### src/rtl/uart_arb_pkg.sv
// Shared definitions for the UART frame arbiter: sync byte, FSM states, frame length.
package uart_arb_pkg;

  localparam logic [7:0] SYNC_BYTE = 8'hA5;

  typedef enum logic [2:0] {
    IDLE,
    GRANT,
    SEND,
    WAIT_ACK,
    WAIT_DONE
  } arb_state_t;

  // Bytes on the wire per frame: sync + ID + payload (+ checksum).
  function automatic int frame_len(input int payload_bytes, input bit checksum_en);
    return payload_bytes + (checksum_en ? 3 : 2);
  endfunction

endpackage

### src/rtl/rr_arbiter.sv
// Combinational round-robin pick: search starts one past last_grant, wraps modulo NUM_REQ.
module rr_arbiter #(
  parameter  int NUM_REQ = 4,
  localparam int IDX_W   = $clog2(NUM_REQ)
) (
  input  logic [NUM_REQ-1:0] req,
  input  logic [IDX_W-1:0]   last_grant,
  output logic [NUM_REQ-1:0] grant,
  output logic [IDX_W-1:0]   index
);

  localparam int CW = IDX_W + 1;

  logic [CW-1:0] cand;
  logic          found;

  always_comb begin
    grant = '0;
    index = '0;
    found = 1'b0;
    cand  = '0;
    for (int k = 1; k <= NUM_REQ; k++) begin
      cand = CW'(last_grant) + CW'(k);
      if (cand >= CW'(NUM_REQ)) cand = cand - CW'(NUM_REQ);
      if (!found && req[cand[IDX_W-1:0]]) begin
        found                   = 1'b1;
        grant[cand[IDX_W-1:0]] = 1'b1;
        index                   = cand[IDX_W-1:0];
      end
    end
  end

endmodule

### src/rtl/uart_tx_arbiter.sv
// Round-robin scheduler framing one requester's payload at a time onto the UART, paced by uart_tx_busy.
// Grant one cycle after req_valid in IDLE, sync strobe the cycle after; UART_ARB_CHECKSUM_EN appends a checksum byte.
module uart_tx_arbiter
  import uart_arb_pkg::*;
#(
  parameter int NUM_REQ       = 4,
  parameter int PAYLOAD_BYTES = 4
) (
  input  logic                               clock,
  input  logic                               reset_n,
  input  logic [NUM_REQ-1:0]                 req_valid,
  input  logic [NUM_REQ*PAYLOAD_BYTES*8-1:0] req_payload,
  output logic [NUM_REQ-1:0]                 req_ready,
  output logic [7:0]                         uart_data,
  output logic                               uart_data_rdy,
  input  logic                               uart_tx_busy,
  output logic                               busy
);

  localparam int IDX_W = $clog2(NUM_REQ);
  localparam int CNT_W = $clog2(PAYLOAD_BYTES + 3);
  localparam int PL_W  = PAYLOAD_BYTES * 8;
  localparam int SR_W  = PL_W + 8;
`ifdef UART_ARB_CHECKSUM_EN
  localparam bit CHK_EN = 1'b1;
`else
  localparam bit CHK_EN = 1'b0;
`endif
  localparam int               FRAME_LEN   = frame_len(PAYLOAD_BYTES, CHK_EN);
  localparam logic [CNT_W-1:0] LAST_IDX    = CNT_W'(FRAME_LEN - 1);
  localparam logic [CNT_W-1:0] LAST_PL_IDX = CNT_W'(PAYLOAD_BYTES + 1);

  arb_state_t                   state;
  logic [IDX_W-1:0]             last_grant;
  logic [IDX_W-1:0]             winner;
  logic [IDX_W-1:0]             arb_idx;
  logic [NUM_REQ-1:0]           arb_grant;
  logic [CNT_W-1:0]             counter;
  logic [CNT_W-1:0]             issue_idx;
  logic [SR_W-1:0]              shreg;
  logic [NUM_REQ-1:0][PL_W-1:0] payload_arr;
  logic                         issue;
  logic [7:0]                   issue_byte;
`ifdef UART_ARB_CHECKSUM_EN
  logic [7:0]                   csum;
`endif

  assign payload_arr = req_payload;

  rr_arbiter #(.NUM_REQ(NUM_REQ)) u_rr (
    .req       (req_valid),
    .last_grant(last_grant),
    .grant     (arb_grant),
    .index     (arb_idx)
  );

  // Strobes are registered, so the byte is chosen one cycle ahead: on entry to
  // SEND (from GRANT or WAIT_DONE) or while SEND is holding on a busy UART.
  always_comb begin
    issue     = 1'b0;
    issue_idx = counter;
    case (state)
      GRANT: begin
        issue     = !uart_tx_busy;
        issue_idx = '0;
      end
      SEND: issue = !uart_tx_busy && !uart_data_rdy;
      WAIT_DONE: begin
        issue     = !uart_tx_busy && (counter != LAST_IDX);
        issue_idx = counter + CNT_W'(1);
      end
      default: ;
    endcase
  end

  always_comb begin
    issue_byte = shreg[SR_W-1 -: 8];
    if (issue_idx == '0) issue_byte = SYNC_BYTE;
`ifdef UART_ARB_CHECKSUM_EN
    else if (issue_idx == LAST_IDX) issue_byte = 8'h00 - csum;
`endif
  end

  always_ff @(posedge clock) begin
    if (!reset_n) begin
      state         <= IDLE;
      req_ready     <= '0;
      uart_data_rdy <= 1'b0;
      uart_data     <= 8'h00;
      busy          <= 1'b0;
      counter       <= '0;
      last_grant    <= IDX_W'(NUM_REQ - 1);
      winner        <= '0;
      shreg         <= '0;
`ifdef UART_ARB_CHECKSUM_EN
      csum          <= 8'h00;
`endif
    end else begin
      req_ready     <= '0;
      uart_data_rdy <= 1'b0;
      if (issue) begin
        uart_data_rdy <= 1'b1;
        uart_data     <= issue_byte;
        if (issue_idx != '0 && issue_idx <= LAST_PL_IDX) begin
          shreg <= {shreg[SR_W-9:0], 8'h00};
`ifdef UART_ARB_CHECKSUM_EN
          csum  <= csum + issue_byte;
`endif
        end
      end
      case (state)
        IDLE: begin
          if (|req_valid) begin
            winner     <= arb_idx;
            last_grant <= arb_idx;
            req_ready  <= arb_grant;
            busy       <= 1'b1;
            state      <= GRANT;
          end
        end
        GRANT: begin
          shreg   <= {8'(winner), payload_arr[winner]};
          counter <= '0;
`ifdef UART_ARB_CHECKSUM_EN
          csum    <= 8'h00;
`endif
          state   <= SEND;
        end
        SEND: begin
          if (uart_data_rdy) state <= WAIT_ACK;
        end
        WAIT_ACK: begin
          if (uart_tx_busy) state <= WAIT_DONE;
        end
        WAIT_DONE: begin
          if (!uart_tx_busy) begin
            if (counter == LAST_IDX) begin
              busy  <= 1'b0;
              state <= IDLE;
            end else begin
              counter <= counter + CNT_W'(1);
              state   <= SEND;
            end
          end
        end
        default: state <= IDLE;
      endcase
    end
  end

endmodule
### config.mk
export PLATFORM = sky130hd
export DESIGN_NAME = uart_tx_arbiter
export DESIGN_NICKNAME = d
export VERILOG_FILES = /design/src/rtl/uart_arb_pkg.sv /design/src/rtl/rr_arbiter.sv /design/src/rtl/uart_tx_arbiter.sv
export SDC_FILE = /design/constraint.sdc
export NUM_CORES = 1
export LEC_CHECK = 0
export CORE_MARGIN = 5
export CORE_UTILIZATION = 45
export DETAILED_ROUTE_END_ITERATION = 12
export GPL_TIMING_DRIVEN = 0
export HOLD_SLACK_MARGIN = 0.15
export PLACE_DENSITY = 0.81
export SLEW_MARGIN = 5
export SYNTH_ARGS = -nofsm -noshare
export SYNTH_HDL_FRONTEND = slang
export SYNTH_SLANG_ARGS = --single-unit
### constraint.sdc
create_clock -name clock -period 3.07 [get_ports clock]
set_clock_uncertainty 0.15 [all_clocks]
set_input_delay 0.614 -clock clock [delete_from_list [all_inputs] [get_ports clock]]
set_output_delay 0.614 -clock clock [all_outputs]
set_load 0.005 [all_outputs]
==> flow_summary.yaml, run 1 <==
worst_setup_path:
  setup.worst_path.end_class: "register"
  worst-setup-path-type: "register to register"
  timing.critical_path.arrival_ns: 2.93
  critical_path.max_stage_delay_ns: 0.52
  cp_max_fo: 10
  timing.rr.end: "winner[0]"
  rr_worst_depth: 9
  path_common_cell: "sky130_fd_sc_hd__nor2b_1"
  worstPathRequired_ns: 3.19
  crit_path_top_delay_cell: "sky130_fd_sc_hd__dfxtp_1"
  crit_chain: "buf_2 > inv_1 > ha_1 > nor2b_1 > a211oi_1 > a21oi_2 > nor2b_1 > o31ai_1 > a21oi_1"
  critPathBufInv: 2
  ff2ff_setup_slack_ns: 0.26
  timing.critical_path.max_delay_family: "compound AO/OA/AOI/OAI gates"
  launching_element_type_of_the_critical_path: "register"
  worst_r2r_startpoint: "last_grant[0]"
yosys:
  synth_edf_count: 0
  yosys_most_used_dff: "sky130_fd_sc_hd__dfxtp_1"
  syn-cell-area_sq_um: 4040
  synth.yosys.warnings: 0
  postSynthAreaPerCell_sq_um: 9.41
  synthArstFlopShare_pct: 0
  synth.ff_latch_count: 64
  synth_seq_area_share_pct: 31.7
  synth_nets: 574
  netlist-cell-type-count: 53
  syn-instance-count: 429
clock_network:
  cts.path.max_buffers: 2
  cts_max_level: 3
  post_cts.resized_instances: 0
  clkSinkCount: 64
  clockRootBuffer: "sky130_fd_sc_hd__clkbuf_8"
  worst_skew_pair.late_latency_ns: 0.34
  cts_tree: "yes"
  path_clk_slew_ns: 0.08
  postCtsSetupRepairBufs: 0
  holdBufCountCts: 0
  numCtsBuffers: 9
die:
  fp.dieArea_sq_um: 11000
  floorplan.rows: 34
  core_sq_um: 8720
  die_height_microns: 105
  floorplan.initialDensity_pct: 46.3
  die_width_microns: 105
  ioPinCount: 149
min_path:
  min-delay-start: "shreg[29]"
  worst_hold_path.endpoint: "shreg[37]"
  min-delay-path-class: "register to register"
  min_delay_path_depth: 2
final_layout:
  final_cell_mix: "sky130_fd_sc_hd__clkdlybuf4s50_1, sky130_fd_sc_hd__dfxtp_1, sky130_fd_sc_hd__o21ai_0"
  layout_cell_share_with_drive_strength_beyond_1_pct: 14.9
  final_layout_net_count: 731
  syn2layout_area_growth_pct: 44.1
  antennaDiodeCount: 0
  most_common_library_cell_in_the_layout_ignoring_fill_and_taps: "sky130_fd_sc_hd__clkdlybuf4s50_1"
route:
  drt_iter0_markers: 304
  drc: 0
  average_wire_per_cell_in_the_routed_design_microns: 17.4
  drt-total-wl_microns: 12200
  route.detailed.vias_per_inst: 6.02
  firstDrtPassIters: 5
  post_route_antenna_net_violation_count: 0
  detailroute.via_count: 4208
sta:
  worstMarginPinSlew_ns: 0.673
  fin_crit_ns: 2.81
  final_min_period_over_clock_period_pct: 91.4
  max_slew_margin_vs_limit_pct: 55.2
  drv_slew: 0
  fmax_mhz: 356
  hold_viol: 0
  setup-tns-final_ns: 0
  rsz0062_at_grt: "no"
  setup_viol: 0
global_route:
  grt_util_all_layers_pct: 22.1
  grt_pass1_vias: 4367
  antenna_found_initial: 0
  grt_pass1_wl_microns: 20100
  global_route.overflow_total: 0
  largest_net_degree_at_the_start_of_global_routing: 13
power:
  power.density_cell_area_nw_per_um2: 714
  totalPowerFinal_uw: 4160
  ir_drop_v: 0.000345
  leakage_power_uw: 0.00201
place:
  io_buffer_count: 146
  place.gp.congestion: 0.952
  dp.final_hpwl_microns: 9690
run:
  drv.max_cap_violation_count: 0
run_status:
  run_status: "finished, final reports clean"
synth_stat cells, drive strengths merged, types with 2 or more instances:
cell type,instances,area [sq um]
dfxtp,64,1280
nand2b,3,26.3
a21oi,55,287
a31oi,29,181
a222oi,4,40.0
nor2,20,77.6
a221oi,2,23.8
nor3,4,25.0
o32ai,2,43.8
clkbuf,21,80.1
inv,9,33.8
o211ai,8,60.1
or2,2,12.5
ha,10,125
o21ai,63,319
o221a,4,45.0
nand2,27,101
mux4,34,773
buf,22,146
o21a,2,15.0
o22ai,3,25.0
nand4,2,12.5
a22oi,5,37.5
a211oi,5,37.5
nor2b,3,18.8
nand3,10,50.1
mux2i,5,62.6
registers in the layout, indices dropped and copies added (netlist names):
signal	flops
uart_data_rdy	1
shreg	40
winner	2
counter	3
req_ready	4
state	3
busy	1
uart_data	8
last_grant	2
cells by family after synthesis:
logic type | synth area share, %
AND/OR/NAND/NOR | 9.42
XOR/XNOR | 0.217
flip-flops | 31.7
adder cells (fa/ha/maj) | 3.10
buffers and inverters | 6.45
AO/OA/AOI/OAI | 28.0
multiplexers | 21.1
power by group:
part / switching [uW] / internal (uW)
clock network: 358 / 318
registers: 151 / 1070
logic: 1160 / 1090
total: 1670 / 2480
per-stage QoR:
| step | std cells | worst slack [ns] | hold slack (ns) | cell area [sq um] | utilization, % |
|---|---|---|---|---|---|
| floorplan | 429 | 0.677 | 0.290 | 4040 | - |
| global placement | 683 | 0.312 | 0.300 | 5630 | 64.6 |
| detailed placement | 683 | 0.171 | 0.303 | 5630 | 64.6 |
| CTS | 699 | 0.154 | 0.318 | 5820 | 66.7 |
| global route | 699 | 0.0279 | 0.351 | 5820 | 66.7 |
| finish | 699 | 0.263 | 0.325 | 5820 | 66.7 |
worst register-to-register path, delay by kind of cell (launching register included):
family          cells  cell delay, ns
compound gates      4            0.79
buf+inv             2            0.45
simple gates        2            0.41
flops               1            0.52
fa+ha+maj           1            0.40
layer usage:
| metal | GRT usage [%] | vias up | part of all wire, % |
|---|---|---|---|
| met5 | 0 | - | 0 |
| met4 | 6.94 | 0 | 1.6 |
| met3 | 5.06 | 18 | 7.0 |
| met2 | 39.1 | 193 | 52 |
| met1 | 26.7 | 2026 | 40 |
| li1 | - | 1971 | - |
layout make-up:
type / instances / area (sq um)
Tap cell: 108 / 135
Timing Repair Buffer: 146 / 1460
Inverter: 9 / 33.8
Buffer: 43 / 226
Sequential cell: 64 / 1280
Fill cell: 704 / 2900
Clock buffer: 10 / 138
Clock inverter: 6 / 43.8
Multi-Input combinational cell: 313 / 2500
worst max path at each step:
stage,from,to,slack [ns],depth (start not counted)
global placement,req_valid[1],last_grant[0],0.31,7
global route,last_grant[0],req_ready[1],0.03,9
floorplan,last_grant[0],last_grant[0],0.68,9
finish,last_grant[0],winner[0],0.26,9
detailed placement,req_valid[1],last_grant[0],0.17,7
CTS,last_grant[0],last_grant[0],0.15,9
Note: power is estimated with default switching activity, not from simulation.
==> run 2, diff against run 1 <==
Settings changed: CORE_UTILIZATION 45 to 46, PLACE_DENSITY 0.81 to 0.82, SYNTH_HIERARCHICAL set to 1.
Clock period 3.07 ns to 2.8 ns, I/O delays scaled along.
==> flow_summary.yaml, run 2 <==
min_path:
  min-delay-path-class: "register to register"
  worst_hold_path.endpoint: "shreg[37]"
  min-delay-start: "shreg[29]"
  min_delay_path_depth: 2
place:
  place.gp.congestion: 0.870
  placedCellCount: 692
  io_buffer_count: 146
  dp.final_hpwl_microns: 10100
worst_setup_path:
  timing.critical_path.arrival_ns: 2.68
  worst_r2r_startpoint: "last_grant[1]"
  setup.worst_path.end_class: "register"
  worstPathRequired_ns: 2.90
  rr_worst_depth: 7
  timing.rr.end: "req_ready[2]"
  critPathBufInv: 1
  timing.critical_path.max_delay_family: "simple AND/OR/NAND/NOR gates"
  critical_path.max_stage_delay_ns: 0.65
  crit_chain: "clkdlybuf4s50_1 > or4_1 > mux2_2 > o22ai_1 > a32o_1 > o22ai_1 > and3_1"
  worst-setup-path-type: "input port to register"
  crit_path_top_delay_cell: "sky130_fd_sc_hd__or4_1"
  ff2ff_setup_slack_ns: 0.25
  launching_element_type_of_the_critical_path: "input port"
  cp_max_fo: 8
  path_common_cell: "sky130_fd_sc_hd__o22ai_1"
clock_network:
  clockRootBuffer: "sky130_fd_sc_hd__clkbuf_8"
  cts_max_level: 3
  cts.path.max_buffers: 2
  clkSinkCount: 64
  postCtsSetupRepairBufs: 0
  worst_skew_pair.late_latency_ns: 0.35
  cts_tree: "yes"
  post_cts.resized_instances: 0
  holdBufCountCts: 0
  numCtsBuffers: 9
  path_clk_slew_ns: 0.07
final_layout:
  final_cell_mix: "sky130_fd_sc_hd__clkdlybuf4s50_1, sky130_fd_sc_hd__dfxtp_1, sky130_fd_sc_hd__a21oi_1"
  syn2layout_area_growth_pct: 43.0
  multiInputGateArea_sq_um: 2620
  largest_register_ff_count: 40
  register_with_the_most_flip_flops: "shreg"
  regArea_sq_um: 1280
  antennaDiodeCount: 0
  instances_no_fill: 706
  layout_cell_share_with_drive_strength_beyond_1_pct: 17.1
  most_common_library_cell_in_the_layout_ignoring_fill_and_taps: "sky130_fd_sc_hd__clkdlybuf4s50_1"
  num-fill-cells: 651
  reg_top3: "shreg x40, uart_data x8, req_ready x4"
  final_layout_net_count: 740
route:
  drc: 0
  drt_iter0_markers: 218
  route.detailed.vias_per_inst: 5.97
  drt-total-wl_microns: 12600
  average_wire_per_cell_in_the_routed_design_microns: 17.8
  firstDrtPassIters: 6
  detailroute.via_count: 4214
  post_route_antenna_net_violation_count: 0
yosys:
  syn-instance-count: 438
  synth.ff_latch_count: 64
  yosys_most_used_dff: "sky130_fd_sc_hd__dfxtp_1"
  largest_area_contributor_in_the_synthesized_netlist: "sky130_fd_sc_hd__dfxtp_1"
  synth.yosys.warnings: 6
  synthArstFlopShare_pct: 0
  netlist_top_cells_count: "sky130_fd_sc_hd__dfxtp_1, sky130_fd_sc_hd__a21oi_1, sky130_fd_sc_hd__o21ai_1"
  netlist.area_leader.share_pct: 30.5
  netlist-cell-type-count: 63
  synth_nets: 583
  yosys.cell_count.top_type: "sky130_fd_sc_hd__dfxtp_1"
  syn-cell-area_sq_um: 4200
  synth_seq_area_share_pct: 30.5
  synth_top_area_cells: "sky130_fd_sc_hd__dfxtp_1, sky130_fd_sc_hd__mux4_2, sky130_fd_sc_hd__a21oi_1"
  synth_edf_count: 0
  postSynthAreaPerCell_sq_um: 9.60
global_route:
  grt_pass1_wl_microns: 19900
  grt_pass1_vias: 4219
  antenna_found_initial: 0
  global_route.overflow_total: 0
  grt_util_all_layers_pct: 22.1
  largest_net_degree_at_the_start_of_global_routing: 11
sta:
  max_slew_margin_vs_limit_pct: 58.7
  final_min_period_over_clock_period_pct: 92.1
  worstMarginPinSlew_ns: 0.613
  fin_crit_ns: 2.58
  drv_slew: 0
  rsz0062_at_grt: "no"
  fmax_mhz: 388
  setup_viol: 0
  timing.hold.ws_ns: 0.322
  hold_viol: 0
die:
  floorplan.initialDensity_pct: 47.7
  core_sq_um: 8810
  die_height_microns: 106
  die_width_microns: 106
  ioPinCount: 149
  floorplan.rows: 34
  fp.dieArea_sq_um: 11100
power:
  power_frac_clock_pct: 18.2
  seqPwrFrac_pct: 28.5
  comb_power_share_pct: 53.3
  leakage_power_uw: 0.00213
  power_switching_uw: 1850
  power.density_cell_area_nw_per_um2: 792
  ir_drop_v: 0.000387
  switching_share_pct: 38.8
  internal_power_uw: 2910
run:
  drv.max_cap_violation_count: 0
run_status:
  run_status: "finished, final reports clean"
## run 2: cells by family (layout without fill, tap and decap cells)
logic type	after synthesis	in the layout	share of synthesized area (%)
AO/OA/AOI/OAI	187	187	29.0
AND/OR/NAND/NOR	84	84	10.4
flip-flops	64	64	30.5
buffers and inverters	54	214	7.26
multiplexers	38	38	19.6
adder cells (fa/ha/maj)	10	10	2.98
XOR/XNOR	1	1	0.208
## run 2: tightest hold or removal path, stage by stage (launching register included)
cell and delay (ns):
sky130_fd_sc_hd__dfxtp_1 0.32, sky130_fd_sc_hd__nand3_1 0.06, sky130_fd_sc_hd__a21oi_1 0.05
## run 2: metal layers
layer	global-route usage [%]	vias to the layer above	routed length (microns)
met4	8.79	0	274
met3	5.07	21	843
li1	-	2002	-
met2	38.1	169	6350
met5	0	-	0
met1	26.7	2022	5090
## run 2: power by group through the flow
| stage | clock (uW) | combinational [uW] | sequential (uW) |
|---|---|---|---|
| floorplan | 0 | 1820 | 1320 |
| global placement | 0 | 2440 | 1360 |
| detailed placement | 0 | 2510 | 1370 |
| CTS | 870 | 2520 | 1350 |
| global route | 909 | 2770 | 1390 |
| finish | 868 | 2530 | 1360 |
## run 2: stage by stage
| stage | power (uW) | TNS, ns | area (sq um) | setup slack (ns) | util [%] |
|---|---|---|---|---|---|
| after global placement | 3800 | -0.0424 | 5800 | -0.0424 | 65.9 |
| after CTS | 4750 | 0 | 6010 | 0.144 | 68.2 |
| final | 4760 | 0 | 6010 | 0.221 | 68.2 |
| after detailed placement | 3880 | -0.0930 | 5800 | -0.0930 | 65.9 |
| after global routing | 5060 | 0 | 6010 | 0.123 | 68.2 |
| after floorplan | 3150 | 0 | 4200 | 0.475 | - |
## run 2: how the worst max path moves through the flow
stage                              from      endpoint  cells past startpoint  slack (ns)
final                      req_valid[1]      state[0]                      7        0.22
after CTS                 last_grant[0]  req_ready[2]                      8        0.14
after global routing      last_grant[0]  req_ready[2]                      8        0.12
after detailed placement   req_valid[1]      state[0]                      7       -0.09
after global placement     req_valid[1]      state[0]                      7       -0.04
after floorplan           last_grant[0]  req_ready[0]                      8        0.47
## run 2: cell type report
| cell class | count | area share (%) |
|---|---|---|
| Multi-Input combinational cell | 320 | 43.5 |
| Tap cell | 108 | 2.25 |
| Inverter | 8 | 0.500 |
| Sequential cell | 64 | 21.3 |
| Clock buffer | 10 | 2.29 |
| Buffer | 46 | 4.58 |
| Clock inverter | 4 | 1.17 |
| Timing Repair Buffer | 146 | 24.3 |
